--- src/rtl/gcd_pkg.sv ---
// gcd_pkg: shared width default, client FSM states and request/vector record layouts
package gcd_pkg;
  localparam int GCD_XLEN = 16;
  typedef enum logic [1:0] {IDLE, SEND, WAIT, DONE} client_state_e;
  typedef struct packed {
    logic [GCD_XLEN-1:0] a;
    logic [GCD_XLEN-1:0] b;
  } gcd_req_t;
  typedef struct packed {
    logic [GCD_XLEN-1:0] a;
    logic [GCD_XLEN-1:0] b;
    logic [GCD_XLEN-1:0] exp;
  } gcd_vec_t;
endpackage

--- src/rtl/gcd_vec_table.sv ---
// gcd_vec_table: vector register file, synchronous write, combinational read, contents never reset
module gcd_vec_table #(
  parameter int XLEN = 16,
  parameter int NVEC = 8,
  localparam int IDXW = $clog2(NVEC)
) (
  input  logic            clk,
  input  logic            we,
  input  logic [IDXW-1:0] waddr,
  input  logic [XLEN-1:0] wa,
  input  logic [XLEN-1:0] wb,
  input  logic [XLEN-1:0] wexp,
  input  logic [IDXW-1:0] raddr,
  output logic [XLEN-1:0] ra,
  output logic [XLEN-1:0] rb,
  output logic [XLEN-1:0] rexp
);
  logic [XLEN-1:0] a_mem [NVEC];
  logic [XLEN-1:0] b_mem [NVEC];
  logic [XLEN-1:0] e_mem [NVEC];
  always_ff @(posedge clk) begin
    if (we) begin
      a_mem[waddr] <= wa;
      b_mem[waddr] <= wb;
      e_mem[waddr] <= wexp;
    end
  end
  assign ra   = a_mem[raddr];
  assign rb   = b_mem[raddr];
  assign rexp = e_mem[raddr];
endmodule

--- src/rtl/gcd_client.sv ---
// gcd_client: runs a table of (a, b, expected) vectors through a val/rdy GCD unit and tallies results
module gcd_client
  import gcd_pkg::*;
#(
  parameter int XLEN = GCD_XLEN,
  parameter int NVEC = 8,
  parameter int TIMEOUT = 255,
  localparam int IDXW = $clog2(NVEC)
) (
  input  logic              clk,
  input  logic              reset,
  input  logic              cfg_we,
  input  logic [IDXW-1:0]   cfg_addr,
  input  logic [XLEN-1:0]   cfg_a,
  input  logic [XLEN-1:0]   cfg_b,
  input  logic [XLEN-1:0]   cfg_exp,
  input  logic              start,
  input  logic [IDXW:0]     num_vec,
  output logic              req_val,
  input  logic              req_rdy,
  output logic [2*XLEN-1:0] req_msg,
  input  logic              resp_val,
  output logic              resp_rdy,
  input  logic [XLEN-1:0]   resp_msg,
  output logic              busy,
  output logic              done,
  output logic [IDXW:0]     pass_cnt,
  output logic [IDXW:0]     fail_cnt,
  output logic [IDXW-1:0]   first_fail_idx,
  output logic              fail_seen,
  output logic              timeout,
  output logic [31:0]       cycle_cnt
);
  localparam int NW = IDXW + 1;
  localparam int TW = $clog2(TIMEOUT + 1);
  client_state_e state, state_n;
  logic [NW-1:0] n;
  logic [IDXW-1:0] idx;
  logic [TW-1:0] wcnt;
  logic [XLEN-1:0] rd_a, rd_b, rd_exp;
  logic launch, last, tmo;
  gcd_vec_table #(.XLEN(XLEN), .NVEC(NVEC)) u_table (
    .clk   (clk),
    .we    (cfg_we && !busy),
    .waddr (cfg_addr),
    .wa    (cfg_a),
    .wb    (cfg_b),
    .wexp  (cfg_exp),
    .raddr (idx),
    .ra    (rd_a),
    .rb    (rd_b),
    .rexp  (rd_exp)
  );
  assign busy     = state == SEND || state == WAIT;
  assign done     = state == DONE;
  assign req_val  = state == SEND;
  assign resp_rdy = state == WAIT;
  assign req_msg  = req_val ? {rd_a, rd_b} : '0;
  assign launch   = start && !busy;
  assign last     = {1'b0, idx} == n - NW'(1);
  assign tmo      = state == WAIT && !resp_val && wcnt == TW'(TIMEOUT - 1);
  always_comb begin
    state_n = state;
    unique case (state)
      IDLE, DONE: if (start) state_n = num_vec == '0 ? DONE : SEND;
      SEND:       if (req_rdy) state_n = WAIT;
      WAIT:       state_n = resp_val ? (last ? DONE : SEND) : (tmo ? DONE : WAIT);
    endcase
  end
  always_ff @(posedge clk) begin
    if (reset) begin
      state          <= IDLE;
      n              <= '0;
      idx            <= '0;
      wcnt           <= '0;
      pass_cnt       <= '0;
      fail_cnt       <= '0;
      first_fail_idx <= '0;
      fail_seen      <= 1'b0;
      timeout        <= 1'b0;
      cycle_cnt      <= '0;
    end else begin
      state <= state_n;
      if (launch) begin
        n              <= num_vec > NW'(NVEC) ? NW'(NVEC) : num_vec;
        idx            <= '0;
        wcnt           <= '0;
        pass_cnt       <= '0;
        fail_cnt       <= '0;
        first_fail_idx <= '0;
        fail_seen      <= 1'b0;
        timeout        <= 1'b0;
        cycle_cnt      <= '0;
      end else begin
        if (busy && cycle_cnt != '1) cycle_cnt <= cycle_cnt + 32'd1;
        if (state == SEND) wcnt <= '0;
        if (state == WAIT && !resp_val) wcnt <= wcnt + TW'(1);
        if (state == WAIT && resp_val) begin
          if (resp_msg == rd_exp) pass_cnt <= pass_cnt + NW'(1);
          else begin
            fail_cnt <= fail_cnt + NW'(1);
            if (!fail_seen) begin
              first_fail_idx <= idx;
              fail_seen      <= 1'b1;
            end
          end
          if (!last) idx <= idx + IDXW'(1);
        end
        // a timed-out vector counts as a failure but does not record an index
        if (tmo) begin
          timeout  <= 1'b1;
          fail_cnt <= fail_cnt + NW'(1);
        end
      end
    end
  end
endmodule

--- config.mk ---
export PLATFORM = sky130hd
export DESIGN_NAME = gcd_client
export DESIGN_NICKNAME = d
export VERILOG_FILES = /design/src/rtl/gcd_pkg.sv /design/src/rtl/gcd_vec_table.sv /design/src/rtl/gcd_client.sv
export SDC_FILE = /design/constraint.sdc
export NUM_CORES = 1
export LEC_CHECK = 0
export ABC_AREA = 1
export CAP_MARGIN = 10
export CORE_MARGIN = 2
export CORE_UTILIZATION = 50
export CTS_CLUSTER_DIAMETER = 60
export DETAILED_ROUTE_END_ITERATION = 10
export HOLD_SLACK_MARGIN = 0.15
export PLACE_DENSITY_LB_ADDON = 0.25
export SYNTH_ARGS = -nofsm -noshare
export SYNTH_HDL_FRONTEND = slang
export SYNTH_SLANG_ARGS = --single-unit
--- constraint.sdc ---
create_clock -name clk -period 7.83 [get_ports clk]
set_clock_uncertainty 0.15 [all_clocks]
set_input_delay 1.1745 -clock clk [delete_from_list [all_inputs] [get_ports clk]]
set_output_delay 1.1745 -clock clk [all_outputs]
set_load 0.005 [all_outputs]
==> results of run 1 <==
## synthesized netlist by cell type, drive strengths merged, types with 27 or more instances
| master | number | share of area [%] |
|---|---|---|
| inv | 152 | 3.0 |
| buf | 27 | 0.82 |
| nor2 | 261 | 5.2 |
| nand3 | 104 | 2.8 |
| a21oi | 43 | 1.1 |
| edfxtp | 384 | 61 |
| clkbuf | 59 | 1.2 |
| dfxtp | 65 | 6.9 |
| a31oi | 32 | 1.1 |
| o21ai | 185 | 4.9 |
| o22ai | 34 | 1.1 |
| nand2 | 337 | 6.7 |
## per-stage QoR
| step | setup WS (ns) | util, % |
|---|---|---|
| floorplan | 3.82 | - |
| global route | 1.99 | 59.9 |
| global placement | 3.07 | 55.9 |
| detailed placement | 3.02 | 55.9 |
| CTS | 2.36 | 59.9 |
| finish | 2.41 | 59.9 |
## flip-flops by register name, indices dropped and copies added (netlist names), named ones only
register        flops
u_table.a_mem     128
u_table.b_mem     128
u_table.e_mem     128
cycle_cnt          32
wcnt                8
fail_cnt            4
n                   4
pass_cnt            4
first_fail_idx      3
idx                 3
state               2
fail_seen           1
timeout             1
## critical path: cells and delay by family, from the launching register on
family	cells	cell delay (ns)
flops	1	0.56
buf+inv	3	2.14
compound gates	4	0.71
## area by class of cell
class	instances	share of cell area, %
flip-flops and latches	449	57.1
clock inverters	27	1.36
inverters	155	2.60
clock buffers	58	5.42
diodes	1	0.0111
well taps	511	2.85
repair buffers	174	7.56
multi-input cells	1101	23.0
## cells by family (layout without fill, tap and decap cells)
group | count (synthesis) | count (layout)
AO/OA/AOI/OAI | 304 | 304
XOR/XNOR | 21 | 21
adder cells (fa/ha/maj) | 10 | 10
buffers and inverters | 241 | 414
flip-flops | 449 | 449
other | 0 | 1
AND/OR/NAND/NOR | 766 | 766
## metal layers
metal / wire (um) / vias up
met1: 20100 / 6357
met4: 930 / 0
met5: 0 / -
met3: 2800 / 70
li1: - / 6449
met2: 20700 / 410
## power by group
part	leakage, nW	switching, mW	internal (mW)	total (mW)
logic	3.23	0.676	0.368	1.04
registers	4.00	0.0636	2.74	2.80
clock network	0.738	0.900	1.31	2.21
total	7.97	1.64	4.41	6.05
## how the worst max path moves through the flow
stage                                     to  slack [ns]  cells past startpoint
2_1_floorplan  u_table.a_mem[0][0]$_DFFE_PP_        3.82                      2
3_3_place_gp                      req_msg[9]        3.07                      7
3_5_place_dp                     req_msg[31]        3.02                      7
4_1_cts                          req_msg[31]        2.36                      7
5_1_grt                           req_msg[9]        1.99                      7
6_report                         req_msg[31]        2.41                      7
==> summary.txt, run 1 <==
Synth
  – Synth Area in Simple Gates: 16.7%
  – Largest family of logic cells by synthesized area: simple AND/OR/NAND/NOR gates
  – Register bit total from synthesis: 449
  – Post-Synthesis Cells: around 1800
  – Synthesized Nets: 1878
  – Compound-cell area share of the yosys netlist: 8.67%
  – Warnings from Yosys: 0
  – Mapped Area: ~19000 sq um
  – Ys flop type: edfxtp_1
  – Async SR Flop Fraction: 0%
  – Syn Area/Cell: 10.6 sq um
  – Synth Area in XOR/XNOR: 0.973%
  – Post-synthesis mux area share: 0%
  – EDFF count, synth: 384
  – Sequential fraction of the synthesis area: 67.9%
  – Yosys cell types: 39
  – Post-synthesis adder-cell area fraction: 0.662%

Global route
  – Initial antenna violation count: 1
  – Largest net degree at the start of global routing: 114
  – Gr ovfl total: 0
  – First-pass GRT wire length: 69.2 mm
  – Met1 GRT Util: 31.0%
  – Routing usage on met3: about 4.4%
  – Number of global-route vias before repair: 12700
  – Gr busiest metal: met2
  – Met2 Track Usage GR: 37.4%
  – Total GRT Usage: between 20% and 30%

Place
  – Port buffer count: 157
  – Placer congestion estimate: around 0.87
  – Post-DP Area: 20900 sq um
  – HPWL after DPL: 24.5 mm
  – Placed cells: 2390

STA
  – RSZ-0062 raised after global routing: false
  – Fin crit period: between 5 and 6 ns
  – Crit share post-route: between 60 and 70%
  – Final Hold Fails: 0
  – Max Slew Vio Count: 0
  – FMAX: 185 MHz
  – Worst-Margin Slew: 1.09 ns
  – Rel. slew slack: 27.2%
  – TNS Setup: 0 ns
  – Final Setup Violations: 0
  – Hold_ws: 0.297 ns

Setup path
  – RR Endpoint: fail_cnt[2]$_SDFFE_PP0P_
  – Slowest-stage cell, CP: inv_4
  – CP max FO: 113
  – Critical path type: reg2out
  – CP most frequent cell: o21ai_0
  – WP data arrival: a little over 4 ns
  – Setup slack, reg-to-reg: roughly 3.7 ns
  – CP required: 6.51 ns
  – Worst path cell trace: inv_4 -> buf_4 -> o21ai_0 -> o22ai_1 -> o21ai_0 -> a31oi_1 -> clkdlybuf4s50_1
  – Max incr delay on CP: ~0.85 ns
  – R2R depth: 17
  – Crit end category: primary output
  – CP Launch Type: flip-flop

Detailed routing
  – WL per Instance: ~18 um
  – Via density: between 5 and 6
  – Drc violations: 0
  – Initial drt markers: roughly 960
  – Via Count: 13300
  – Total Wirelength: 44.6 mm
  – ANT nets after route: 0
  – DRT Pass-1 Iters: 5

Die
  – IO Pins: 158
  – Row count: 71
  – Die W: 198 um
  – Die Y-Extent: slightly below 200 um
  – Die area: 39400 sq um
  – Core area: 37500 sq um
  – Initial Utilization: 50.4%

Pwr
  – Leak pwr: between 7 and 8 nW
  – Worst IR Drop VDD: 198 uV
  – PwrDens: 269 nW/um^2
  – Tot Pwr: 6.05 mW

Layout
  – Layout cells sized above 1: under 10%
  – Seq. cell area: 12800 sq um
  – Area of the multi-input gates: 5180 sq um
  – Non-Filler Instances: about 2500
  – Nets: slightly above 2000
  – Filler Cell Count: 3141
  – Most frequent cells in the layout: edfxtp_1, nand2_1, nor2_1
  – Area Overhead vs Synth: 18.9%
  – Final Instance Area: 22500 sq um
  – Leading cell type in the layout, fill and taps excluded: edfxtp_1

Worst hold path
  – Endpoint, Worst Hold: timeout$_SDFFE_PP0P_
  – Hold Path Stages: 2
  – Worst hold start: timeout$_SDFFE_PP0P_
  – Worst Hold Class: reg2reg

Clock network
  – Htree depth: 2
  – CTS Buf Count: 46
  – Clock transition at path regs: 0.06 ns
  – Postcts setup bufs: 0
  – Clk buf depth: 3
  – CTS tree: done
  – Clock latency on the worst-skew pair: roughly 0.58 ns
  – Post-CTS Hold Fix Bufs: 0
  – CTS Root Cell: clkbuf_16
  – Resized cells post-CTS: 0
  – CTS Sinks: 449

Status
  – Outcome: finished clean

Job
  – Max-Cap Viols: 0
Power figures use the tool's default switching activity.
==> run 2, diff against run 1 <==
==> constraint.sdc (replaced) <==
create_clock -name clk -period 5.2 [get_ports clk]
set_clock_uncertainty 0.15 [all_clocks]
set_input_delay 0.78 -clock clk [delete_from_list [all_inputs] [get_ports clk]]
set_output_delay 0.78 -clock clk [all_outputs]
set_load 0.005 [all_outputs]
==> run 2 against run 1 <==
  * Worst setup slack worse by 1.3 ns
  * Final area is 0.33% higher
  * Critical path type unchanged
  * Non-clock buffer count is 7 higher
  * Utilization is 0.20 points higher
  * Flip-flop and latch count stayed put
  * Via count is 0.21% lower
  * Hold slack better by 0.0089 ns
  * Combinational power is 54% higher
  * Register-to-register slack worse by 2.2 ns
  * Largest cell class unchanged
==> summary.txt, run 2 (synthesis results as in run 1) <==
Setup path
  – CP required: 4.27 ns (-2.24 ns)
  – Critical path type: reg2out
  – WP data arrival: 3.17 ns (-0.92 ns)
  – CP Launch Type: flip-flop
  – Crit end category: primary output
  – CP max FO: 61 (-46%)

Global route
  – Largest net degree at the start of global routing: 193 (+69%)
  – Initial antenna violation count: 2 (+1)
  – First-pass GRT wire length: 69.6 mm (+0.64%)
  – Number of global-route vias before repair: 12800 (+0.16%)
  – Total GRT Usage: 22.9% (+0.049 points)
  – Gr ovfl total: 0 (unchanged)

Layout
  – Most frequent cells in the layout: edfxtp_1, nand2_1, nor2_1
  – Final Instance Area: 22500 sq um (+0.33%)
  – Area of the multi-input gates: 5180 sq um (unchanged)
  – Area Overhead vs Synth: 19.3%
  – Layout cells sized above 1: 5.47% (+0.22 points)
  – Seq. cell area: 12800 sq um (unchanged)
  – Filler Cell Count: 3047 (-3.0%)
  – Leading cell type in the layout, fill and taps excluded: edfxtp_1
  – Largest registers: u_table.a_mem: 128 flops, u_table.b_mem: 128 flops, u_table.e_mem: 128 flops
  – Final Core Density: 60.1% (+0.20 points)
  – Nets: 2023 (+0.45%)

STA
  – Hold_ws: 0.306 ns (+0.00889 ns)
  – RSZ-0062 raised after global routing: false
  – Max Slew Vio Count: 0 (unchanged)
  – FMAX: 244 MHz
  – Fin crit period: 4.10 ns
  – Final Hold Fails: 0 (unchanged)
  – Crit share post-route: about four fifths
  – Rel. slew slack: 28.3% (+1.0 points)
  – Worst-Margin Slew: 1.08 ns (-0.0156 ns)
  – Final Setup Violations: 0 (unchanged)
  – TNS Setup: 0 ns (unchanged)

Clock network
  – CTS Buf Count: 48 (+4.3%)
  – CTS Root Cell: clkbuf_16
  – Htree depth: 2 (unchanged)
  – CTS Sinks: 449 (unchanged)
  – Postcts setup bufs: 0 (unchanged)
  – Resized cells post-CTS: 0 (unchanged)
  – Post-CTS Hold Fix Bufs: 0 (unchanged)
  – Clk buf depth: 3 (unchanged)
  – Clock latency on the worst-skew pair: 0.60 ns (+0.02 ns)
  – Clock transition at path regs: 0.06 ns (about the same)
  – CTS tree: done

Pwr
  – Tot Pwr: 9.04 mW (+49%)
  – PwrDens: 401 nW/um^2 (+49%)
  – Worst IR Drop VDD: 404 uV (+100%)
  – Leak pwr: 8.02 nW (+0.56%)

Job
  – Max-Cap Viols: 0 (unchanged)

Place
  – Port buffer count: 157 (unchanged)
  – Placer congestion estimate: 0.903 (+4.1%)
  – HPWL after DPL: 25.4 mm (+3.7%)
  – Post-DP Area: 21000 sq um (+0.49%)

Die
  – Die area: 39400 sq um (unchanged)
  – Die Y-Extent: 198 um (unchanged)
  – IO Pins: 158 (unchanged)
  – Initial Utilization: 50.4% (unchanged)
  – Row count: 71 (unchanged)
  – Core area: 37500 sq um (unchanged)
  – Die W: 198 um (unchanged)

Detailed routing
  – Via Count: 13300 (-0.21%)
  – ANT nets after route: 0 (unchanged)
  – DRT Pass-1 Iters: 5 (unchanged)
  – Drc violations: 0 (unchanged)
  – Via density: 5.33 (-0.65%)
  – Initial drt markers: 1162 (+21%)
  – Total Wirelength: 44.5 mm (-0.14%)
  – WL per Instance: 17.9 um (-0.58%)

Status
  – Outcome: finished clean

Worst hold path
  – Worst Hold Class: reg2reg
==> run 2: layer usage <==
metal / global-route usage, % / wire [um] / vias to the layer above
met2: 35.6 / 20400 / 422
met4: 6.38 / 785 / 2
met5: 0 / 13 / -
met3: 4.43 / 3110 / 58
met1: 33.2 / 20300 / 6314
li1: - / - / 6462
==> run 2: critical path: stages, from the launching register on <==
cell	delay, ns
dfxtp_4	0.83
buf_4	0.52
o21ai_0	0.18
o22ai_1	0.19
o21ai_0	0.10
a31oi_1	0.20
clkdlybuf4s50_1	0.52
==> run 2: stage by stage <==
step	std cells	setup WS (ns)
finish	2487	1.10
detailed placement	2397	1.59
floorplan	1791	1.58
global placement	2397	1.66
CTS	2486	1.06
global route	2487	0.827
==> run 2: worst paths after layout <==
| path | slack (ns) | startpoint | cells after the start | end |
|---|---|---|---|---|
| worst max register to register | 1.55 | flip-flop | 16 | fail_cnt[0]$_SDFFE_PP0P_ |
| worst min-delay path | 0.31 | timeout$_SDFFE_PP0P_ | 2 | timeout$_SDFFE_PP0P_ |
| worst max-delay path | 1.10 | flip-flop | 6 | req_msg[8] |
| worst min register to register | 0.31 | timeout$_SDFFE_PP0P_ | 2 | timeout$_SDFFE_PP0P_ |
==> run 2: final cells by class <==
type / count / share of cell area (%)
Antenna cell: 1 / 0.0111
Clock buffer: 63 / 5.67
Clock inverter: 26 / 0.977
Inverter: 155 / 2.59
Multi-Input combinational cell: 1101 / 23.0
Sequential cell: 449 / 57.0
Tap cell: 511 / 2.84
Timing Repair Buffer: 181 / 7.99
==> run 2: power breakdown <==
part	switching [mW]	leakage [nW]	internal (mW)
clock network	1.39	0.730	1.84
registers	0.0825	4.00	4.12
logic	1.03	3.29	0.566
total	2.51	8.02	6.53
